`config.mk`:
```
export PLATFORM = sky130hd
export DESIGN_NAME = multicycle_controller
export DESIGN_NICKNAME = d
export VERILOG_FILES = /design/src/rtl/multicycle_controller.sv
export SDC_FILE = /design/constraint.sdc
export NUM_CORES = 1
export LEC_CHECK = 0
export ABC_CLOCK_PERIOD_IN_PS = 3800
export BUFFER_PORTS_ARGS = -buffer_cell sky130_fd_sc_hd__buf_2
export CAP_MARGIN = 0
export CORE_AREA = 2 2 39 41
export DETAILED_ROUTE_END_ITERATION = 10
export DIE_AREA = 0 0 41 43
export MAX_ROUTING_LAYER = met4
export PLACE_DENSITY = 0.71
export REMOVE_ABC_BUFFERS = 1
export SLEW_MARGIN = 20
export SYNTH_ARGS = -nofsm -noshare
export SYNTH_HDL_FRONTEND = slang
export SYNTH_SLANG_ARGS = --single-unit
```
`constraint.sdc`:
```
create_clock -name CLK -period 3.8 [get_ports CLK]
set_input_delay 0.76 -clock CLK [delete_from_list [all_inputs] [get_ports CLK]]
set_output_delay 0.76 -clock CLK [all_outputs]
set_load 0.01 [all_outputs]
```
`src/rtl/multicycle_controller.sv`:
```
// rtl/multicycle_controller.sv - main control FSM for the multicycle ARM datapath
`timescale 1ns/1ps

module multicycle_controller (
  input  logic       CLK,
  input  logic       nRESET,
  input  logic [1:0] Op,
  input  logic [5:0] Funct,
  input  logic [3:0] Rd,
  output logic [3:0] State,
  output logic       IRWrite,
  output logic       NextPC,
  output logic       AdrSrc,
  output logic       ALUSrcA,
  output logic [1:0] ALUSrcB,
  output logic [1:0] ResultSrc,
  output logic [1:0] ALUControl,
  output logic [1:0] FlagW,
  output logic       PCS,
  output logic       RegW,
  output logic       MemW,
  output logic [1:0] ImmSrc,
  output logic [1:0] RegSrc
);

  localparam logic [3:0] S_FETCH    = 4'd0;
  localparam logic [3:0] S_DECODE   = 4'd1;
  localparam logic [3:0] S_MEMADR   = 4'd2;
  localparam logic [3:0] S_MEMREAD  = 4'd3;
  localparam logic [3:0] S_MEMWB    = 4'd4;
  localparam logic [3:0] S_MEMWRITE = 4'd5;
  localparam logic [3:0] S_EXECR    = 4'd6;
  localparam logic [3:0] S_EXECI    = 4'd7;
  localparam logic [3:0] S_ALUWB    = 4'd8;
  localparam logic [3:0] S_BRANCH   = 4'd9;

  logic [3:0] state_q;
  logic [3:0] state_d;
  logic [3:0] cmd;
  logic       alu_op;
  logic       branch;
  logic       ir_write_raw;
  logic       next_pc_raw;
  logic       reg_w_raw;
  logic       mem_w_raw;
  logic [1:0] flag_w_raw;

  assign cmd   = Funct[4:1];
  assign State = state_q;

  // State register; reset drops straight back to FETCH without a clock.
  always_ff @(posedge CLK or negedge nRESET) begin
    if (!nRESET) state_q <= S_FETCH;
    else         state_q <= state_d;
  end

  // Next-state sequencing; illegal codes fall back to FETCH.
  always_comb begin
    state_d = S_FETCH;
    case (state_q)
      S_FETCH:  state_d = S_DECODE;
      S_DECODE: begin
        case (Op)
          2'b01:   state_d = S_MEMADR;
          2'b00:   state_d = Funct[5] ? S_EXECI : S_EXECR;
          2'b10:   state_d = S_BRANCH;
          default: state_d = S_FETCH;
        endcase
      end
      S_MEMADR:  state_d = Funct[0] ? S_MEMREAD : S_MEMWRITE;
      S_MEMREAD: state_d = S_MEMWB;
      S_EXECR:   state_d = S_ALUWB;
      S_EXECI:   state_d = S_ALUWB;
      default:   state_d = S_FETCH;
    endcase
  end

  // Moore outputs per state; anything not named in a state stays 0.
  always_comb begin
    ir_write_raw = 1'b0;
    next_pc_raw  = 1'b0;
    AdrSrc       = 1'b0;
    ALUSrcA      = 1'b0;
    ALUSrcB      = 2'b00;
    ResultSrc    = 2'b00;
    alu_op       = 1'b0;
    reg_w_raw    = 1'b0;
    mem_w_raw    = 1'b0;
    branch       = 1'b0;
    case (state_q)
      S_FETCH: begin
        ir_write_raw = 1'b1;
        next_pc_raw  = 1'b1;
        ALUSrcA      = 1'b1;
        ALUSrcB      = 2'b10;
        ResultSrc    = 2'b10;
      end
      S_DECODE: begin
        ALUSrcA   = 1'b1;
        ALUSrcB   = 2'b10;
        ResultSrc = 2'b10;
      end
      S_MEMADR: begin
        ALUSrcB = 2'b01;
      end
      S_MEMREAD: begin
        AdrSrc = 1'b1;
      end
      S_MEMWB: begin
        ResultSrc = 2'b01;
        reg_w_raw = 1'b1;
      end
      S_MEMWRITE: begin
        AdrSrc    = 1'b1;
        mem_w_raw = 1'b1;
      end
      S_EXECR: begin
        alu_op = 1'b1;
      end
      S_EXECI: begin
        ALUSrcB = 2'b01;
        alu_op  = 1'b1;
      end
      S_ALUWB: begin
        reg_w_raw = 1'b1;
      end
      S_BRANCH: begin
        ALUSrcB   = 2'b01;
        ResultSrc = 2'b10;
        branch    = 1'b1;
      end
      default: begin
        ir_write_raw = 1'b0;
      end
    endcase
  end

  // ALU decode: only the four supported commands produce flag-write intents.
  always_comb begin
    ALUControl = 2'b00;
    flag_w_raw = 2'b00;
    if (alu_op) begin
      case (cmd)
        4'b0100: begin
          ALUControl = 2'b00;
          flag_w_raw = {Funct[0], Funct[0]};
        end
        4'b0010: begin
          ALUControl = 2'b01;
          flag_w_raw = {Funct[0], Funct[0]};
        end
        4'b0000: begin
          ALUControl = 2'b10;
          flag_w_raw = {Funct[0], 1'b0};
        end
        4'b1100: begin
          ALUControl = 2'b11;
          flag_w_raw = {Funct[0], 1'b0};
        end
        default: begin
          ALUControl = 2'b00;
          flag_w_raw = 2'b00;
        end
      endcase
    end
  end

  // Enables are masked by reset so FETCH held in reset does not load IR/PC.
  assign IRWrite = ir_write_raw & nRESET;
  assign NextPC  = next_pc_raw & nRESET;
  assign RegW    = reg_w_raw & nRESET;
  assign MemW    = mem_w_raw & nRESET;
  assign FlagW   = flag_w_raw & {2{nRESET}};
  assign PCS     = (branch | (reg_w_raw & (Rd == 4'hF))) & nRESET;

  assign ImmSrc  = Op;
  assign RegSrc  = {(Op == 2'b01), (Op == 2'b10)};

endmodule
```
# After elaboration in Yosys (flattened, before gate mapping)
# Cells that the tools add are included.
# word_totals
latch_bits	0
rom_bits	0
in_bits	14
mem_count	0
regBits	4
wordCells	51
ramBits	0
# classes
n_mux	17
n_reduce_logical	11
n_shift	0
eq_ne	15
n_div	0
bitwise_logic	7
n_addsub	0
n_lt_le_gt_ge	0
mul	0
# op_table
op	count
4-bit by 3-bit equality test with 1-bit output (second input constant)	5
4-bit one-hot mux with 5 select lines	1
4-bit equality test (second input constant)	4
4-bit by 2-bit equality test with 1-bit output (second input constant)	3
2-bit one-hot mux with 2 select lines	3
4-bit one-hot mux with 3 select lines	1
2-bit OR reduction	6
4-bit zero test	2
1-bit two-way mux	8
2-bit one-hot mux with 3 select lines	1
3-bit OR reduction	2
1-bit AND	5
4-bit by 1-bit equality test with 1-bit output (second input constant)	1
2-bit two-way mux	2
3-bit two-way mux	1
2-bit AND	1
2-bit by 1-bit equality test with 1-bit output (second input constant)	1
2-bit equality test (second input constant)	1
2-bit zero test	1
1-bit OR	1

# Longest topological paths before layout
# Gate-level depths: netlist of run 1.
# logic_depth
word_depth	6
depth_mapped	5
depth_no_buf	3

# Worst setup path before layout of run 1
# No wires, ideal clock.
# synth_path
path_type	input to output
from	input port Funct[1]
to	output port FlagW[0]
t_arrival_ns	1.527
path_stages	3
required_time_ns	3.040
setup_slack_ns	1.513
path_buffers	0
cell_sequence	nand4bb_1 or2_1 nor3_1
# synth_between
elab_chain_len	5
elab_cells_between_ends	9
classes_between	eq/ne (3); mux (2); bitwise (1); reduce/logical (3)
# synth_rtl
item	line_no	text
start, declared	8	input logic [5:0] Funct,
4-bit equality test (tied with other cells)	143	case (cmd)
2-bit OR reduction (no line)	n/a	
2-bit one-hot mux with 2 select lines (*)	143	
2-bit two-way mux (*)	142	if (alu_op) begin
2-bit AND (*)	173	assign FlagW = flag_w_raw & {2{nRESET}};
end, declared	18	output logic [1:0] FlagW,
# Every way passes the cells marked *; elsewhere a longest branch is shown, timed or not.

# Worst setup path in the final report of run 1
# layout_path
from	input port Funct[1]
to	output port FlagW[1]
# The elaborated chain is that of the path after synthesis.

==> results_dict.tcl, run 1 <==
set metrics [dict create \
    yosysTopAreaCell "dfrtp_1" \
    start_kind "input pin" \
    switching_share_pct 47.6 \
    final_area_um2 622 \
    cts_root_buf "clkbuf_4" \
    end_kind "output port" \
    place_area_um2 599 \
    cp_top_family "simple AND/OR/NAND/NOR gates" \
    p_leak_nw 0.312 \
    setup_tns_ns 0 \
    netlist_area_um2 440 \
    drt_first_pass_iters 4 \
    grt_pass1_wl_um 1730 \
    syn_inst 59 \
    ys_ff_latch 4 \
    die_x_um 41 \
    first_global_vias 446 \
    area.growth.synth_to_final_pct 41.2 \
    coreArea_um2 1380 \
    grt_max_degree 16 \
    via_per_inst 5.10 \
    grt.overflow.total 0 \
    async_reset_ff_share_pct 100 \
    peakVddDrop_mv 0.439 \
    max_cap_violations 0 \
    nets 107 \
    synth_fa_ha_area_share_pct 0 \
    clock_latency_ns 0.23 \
    yosysTopAreaCellShare_pct 22.7 \
    dp_slack_ns 1.31 \
    synth.area.top_cells "dfrtp_1 23%, nor3_1 10%, nand2b_1 5.7%" \
    chipHeight_um 43 \
    avgRoutedWirePerCell_um 10.8 \
    slew_violations 0 \
    routed_wl_um 1150 \
    slowest_stage "or2_1" \
    synthTopCellsByCount "9 x nor3_1, 4 x dfrtp_1, 4 x nand2b_1, 4 x nor2b_1" \
    cts_tree "built" \
    pwr-share-seq_pct 30.0 \
    diodes 0 \
    synth_mux_area_share_pct 0 \
    worst-setup-path-type "in -> out" \
    combPwrFrac_pct 56.0 \
    synth_top_family_by_area "simple AND/OR/NAND/NOR gates" \
    synth_warnings 0 \
    synth_xor_area_share_pct 5.97 \
    synthFlopType "dfrtp_1" \
    yosys.area_share.simple_pct 39.8 \
    seq_area_um2 100 \
    min_path_type "in -> async" \
    htree_levels 1 \
    setup_violations 0 \
    synth_edf_count 0 \
    cp_num_buf_inv 2 \
    ios 37 \
    post_cts_resized 0 \
    place.gp.congestion 0.715 \
    outcome "complete, no violations" \
    syn_area_per_cell_um2 7.46 \
    switching_power_mw 0.179 \
    worstPathRequired_ns 3.04 \
    yosysSeqAreaShare_pct 22.7 \
    crit_top_cell "buf_2" \
    drtAntennaViolNets 0 \
    num_vias 546 \
    synth-compound-area-share_pct 19.6 \
    cp.arrival_ns 1.71 \
    antenna_found_initial 0 \
    drc 0 \
    numCtsBuffers 3 \
    synth_cell_types 27 \
    largest_reg_flops 4 \
    path_cells "buf_2, nand4bb_1, or2_1, a211oi_2, buf_2" \
    hold_viol 0 \
    final_cells 107 \
    drive_above_1_share_pct 44.0 \
    cts_setup_buffers 0 \
    post-route-period-util_pct 65.1 \
    clock.fmax_mhz 404 \
    maxSlewHeadroom_pct 69.5 \
    clk_pin_slew_worst_paths_ns 0.04 \
    crit_path_max_incr_delay_ns 0.30 \
    tightest_slew_ns 0.458 \
    cts_hold_buf 0 \
    die_area_um2 1760 \
    crit_fanout 3 \
    power.total_mw 0.375 \
    fillerInstances 152 \
    clkPwrFrac_pct 13.9 \
    port_buffers 36 \
    multi_input_area_um2 288 \
    track_usage_pct 14.1 \
    clock_skew_ns 0.00149 \
    clock_path_buffers 2 \
    dp_hpwl_um 910 \
    rows 14 \
    place_inst 104 \
    power.internal_mw 0.197 \
    first_iter_violations 5 \
    rsz0062_at_grt "no" \
    start_util_pct 31.8 \
    min_period_ns 2.47 \
    clock_sinks 4 \
    p_per_area_nw_per_um2 604 \
    post-synth-top-count-cell "nor3_1" \
    finalWorstSetupSlack_ns 1.33 \
]
routing by layer:
metal  part of all wire [%]  GRT usage, %  vias to the layer above
met5                      0             -                        -
li1                       -             -                      275
met1                     41          15.9                      247
met3                    8.9          4.71                        0
met2                     50          23.8                       24
met4                      0          2.00                        0
final timing paths:
check	from	endpoint	slack (ns)	depth (start not counted)
min in group CLK	State[0]	State[0]	0.68	1
hold reg to reg	State[0]	State[0]	0.68	1
setup reg to reg	State[1]	State[1]	2.60	3
max in group asynchronous	nRESET	State[1]	3.31	1
hold / removal	nRESET	State[3]	0.34	1
setup / recovery	Funct[1]	FlagW[1]	1.33	5
placed cells by master (no fill, tap or decap):
| cell type | synthesis | layout |
|---|---|---|
| o22a_1 | 1 | 1 |
| a22oi_1 | 1 | 1 |
| nor2_1 | 3 | 3 |
| nor4_1 | 1 | 1 |
| o21ai_0 | 2 | 2 |
| nand3_1 | 1 | 1 |
| nand4bb_1 | 1 | 1 |
| xnor2_1 | 2 | 2 |
| a211oi_2 | 1 | 1 |
| or2_1 | 1 | 1 |
| buf_2 | 3 | 36 |
| a211oi_1 | 2 | 2 |
| nor2b_1 | 4 | 4 |
| nand2_1 | 2 | 2 |
| a21oi_1 | 3 | 3 |
| nand2b_1 | 4 | 4 |
| inv_1 | 3 | 3 |
| clkbuf_4 | 0 | 3 |
| nor3_1 | 9 | 9 |
| o32ai_1 | 1 | 1 |
| a41oi_1 | 1 | 1 |
| nand3b_1 | 1 | 1 |
| nor4b_1 | 2 | 2 |
| nor3b_1 | 1 | 1 |
| xor2_1 | 1 | 1 |
| dfrtp_1 | 4 | 4 |
power by group through the flow:
stage,combinational (mW),sequential (mW),clock (mW)
after global routing,0.237,0.120,0.0565
after detailed placement,0.213,0.113,0
final,0.210,0.113,0.0523
after global placement,0.209,0.112,0
after CTS,0.213,0.113,0.0538
after floorplan,0.123,0.108,0
logic make-up (layout without fill, tap and decap cells):
family | count (synthesis) | in the layout
and+or+nand+nor | 30 | 30
AOI/OAI and AO/OA | 12 | 12
buffers and inverters | 10 | 42
DFF | 4 | 4
xor gates and xnor gates | 3 | 3
per-stage QoR:
stage / util [%] / hold WS [ns]
finish: 44.9 / 0.343
CTS: 44.9 / 0.341
global placement: 43.3 / 0.588
global route: 44.9 / 0.349
floorplan: - / 0.464
detailed placement: 43.3 / 0.589
area by class of cell:
class / count / area share [%]
multi-input combinational: 45 / 46.3
timing repair buffer: 36 / 29.0
sequential: 4 / 16.1
clock buffer: 3 / 3.62
tap: 16 / 3.22
inverter: 3 / 1.81
No activity file was read; power rests on OpenSTA's default activity.
==> run 2, diff against run 1 <==
--- a/config.mk
+++ b/config.mk
@@ -5,7 +5,7 @@
 export SDC_FILE = /design/constraint.sdc
 export NUM_CORES = 1
 export LEC_CHECK = 0
-export ABC_CLOCK_PERIOD_IN_PS = 3800
+export ABC_CLOCK_PERIOD_IN_PS = 2330
 export BUFFER_PORTS_ARGS = -buffer_cell sky130_fd_sc_hd__buf_2
 export CAP_MARGIN = 0
 export CORE_AREA = 2 2 39 41
==> constraint.sdc (replaced) <==
create_clock -name CLK -period 2.33 [get_ports CLK]
set_input_delay 0.466 -clock CLK [delete_from_list [all_inputs] [get_ports CLK]]
set_output_delay 0.466 -clock CLK [all_outputs]
set_load 0.01 [all_outputs]
==> run 2 against run 1 <==
Compared with the run above: die area unchanged; largest cell class unchanged; sequential cell count did not move; critical endpoint unchanged; clock skew rose by 0.0038 ns; total power grew 65%.
==> results_dict.tcl, run 2 (synthesized netlist as in run 1, its figures left out) <==
set metrics [dict create \
    p_per_area_nw_per_um2 984 \
    start_util_pct 31.8 \
    hold_viol 0 \
    place.gp.congestion 0.762 \
    antenna_found_initial 0 \
    min_period_ns 2.16 \
    maxSlewHeadroom_pct 68.6 \
    setup_tns_ns 0 \
    largest_reg_flops 4 \
    first_global_vias 498 \
    grt_max_degree 16 \
    cts_setup_buffers 0 \
    grt_use_met2_pct 25.6 \
    use_met1_pct 17.4 \
    final_common_cell "buf_2" \
    slowest_stage "dfrtp_1" \
    routed_wl_um 1190 \
    path_cells "nand4bb_1, or2_1, a211oi_2, buf_2" \
    avgRoutedWirePerCell_um 11.0 \
    via_per_inst 5.32 \
    tightest_slew_ns 0.470 \
    grtUsageMet3_pct 4.71 \
    worst-setup-path-type "reg -> out" \
    holdWs_ns 0.0496 \
    post-route-period-util_pct 92.9 \
    rsz0062_at_grt "no" \
    clock_sinks 4 \
    first_iter_violations 9 \
    clock_latency_ns 0.24 \
    cp_num_buf_inv 1 \
    drc 0 \
    cp.arrival_ns 1.70 \
    worstPathRequired_ns 1.86 \
    numCtsBuffers 3 \
    setup_violations 0 \
    clock.fmax_mhz 462 \
    nets 108 \
    max_cap_violations 0 \
    min_path_type "in -> async" \
    drt_first_pass_iters 4 \
    area.growth.synth_to_final_pct 42.9 \
    cp_num_cells 4 \
    outcome "complete, no violations" \
    crit_fanout 15 \
    slew_violations 0 \
    drtAntennaViolNets 0 \
    port_buffers 36 \
    end_kind "output port" \
    rows 14 \
    diodes 0 \
    mostFrequentLayoutCells "36 x buf_2, 9 x nor3_1, 4 x dfrtp_1, 4 x nor2b_1, 4 x nand2b_1" \
    num_vias 575 \
    die_x_um 41 \
    peakVddDrop_mv 0.479 \
    start_kind "flip-flop" \
    p_leak_nw 0.317 \
    clk_pin_slew_worst_paths_ns 0.04 \
    cts_tree "built" \
    clock_skew_ns 0.00532 \
    dp_hpwl_um 924 \
    crit_path_max_incr_delay_ns 0.62 \
    grt_busiest_layer "met2" \
    coreArea_um2 1380 \
    track_usage_pct 16.1 \
    grt.overflow.total 0 \
    drive_above_1_share_pct 44.6 \
    clock_path_buffers 2 \
    htree_levels 1 \
    cp_top_family "flip-flops" \
    reg2reg_depth 3 \
    cts_hold_buf 0 \
    post_cts_resized 0 \
    fin_util_pct 45.5 \
    chipHeight_um 43 \
    cts_root_buf "clkbuf_4" \
    grt_pass1_wl_um 1910 \
    die_area_um2 1760 \
    power.total_mw 0.619 \
    ios 37 \
]
==> run 2: changes by cell type in the layout (fill, tap and decap cells not counted), sizes merged <==
cell	delta
buf	+1
==> run 2: power by group <==
group	switching [mW]	total, mW	internal (mW)
registers	0.0705	0.166	0.0952
logic	0.192	0.368	0.175
clock network	0.0281	0.0857	0.0576
==> run 2: worst paths after layout <==
path                            slack [ns]  startpoint        to
min in group CLK                      0.58       Op[1]  State[1]
max in group asynchronous             2.13      nRESET  State[2]
worst max-delay path                  0.17    State[2]  FlagW[1]
worst min-delay path                  0.05      nRESET  State[3]
worst max register to register        1.20    State[2]  State[3]
worst min register to register        0.68    State[0]  State[0]
==> run 2: layer usage <==
metal	vias up	routed length (um)
met3	2	113
met4	0	10
li1	281	-
met1	265	484
met5	-	0
met2	27	583
==> run 2: layout make-up <==
class,count,area (um2)
inverter,3,11.3
tap,16,20.0
clock buffer,3,22.5
fill,143,754
sequential,4,100
timing repair buffer,37,188
multi-input combinational,45,288
==> run 2: metrics by stage <==
step / instances / cell area [um2] / setup slack (ns)
floorplan: 52 / 399 / 0.520
global placement: 105 / 607 / 0.475
detailed placement: 105 / 607 / 0.405
CTS: 108 / 629 / 0.156
global route: 108 / 629 / 0.0161
finish: 108 / 629 / 0.165
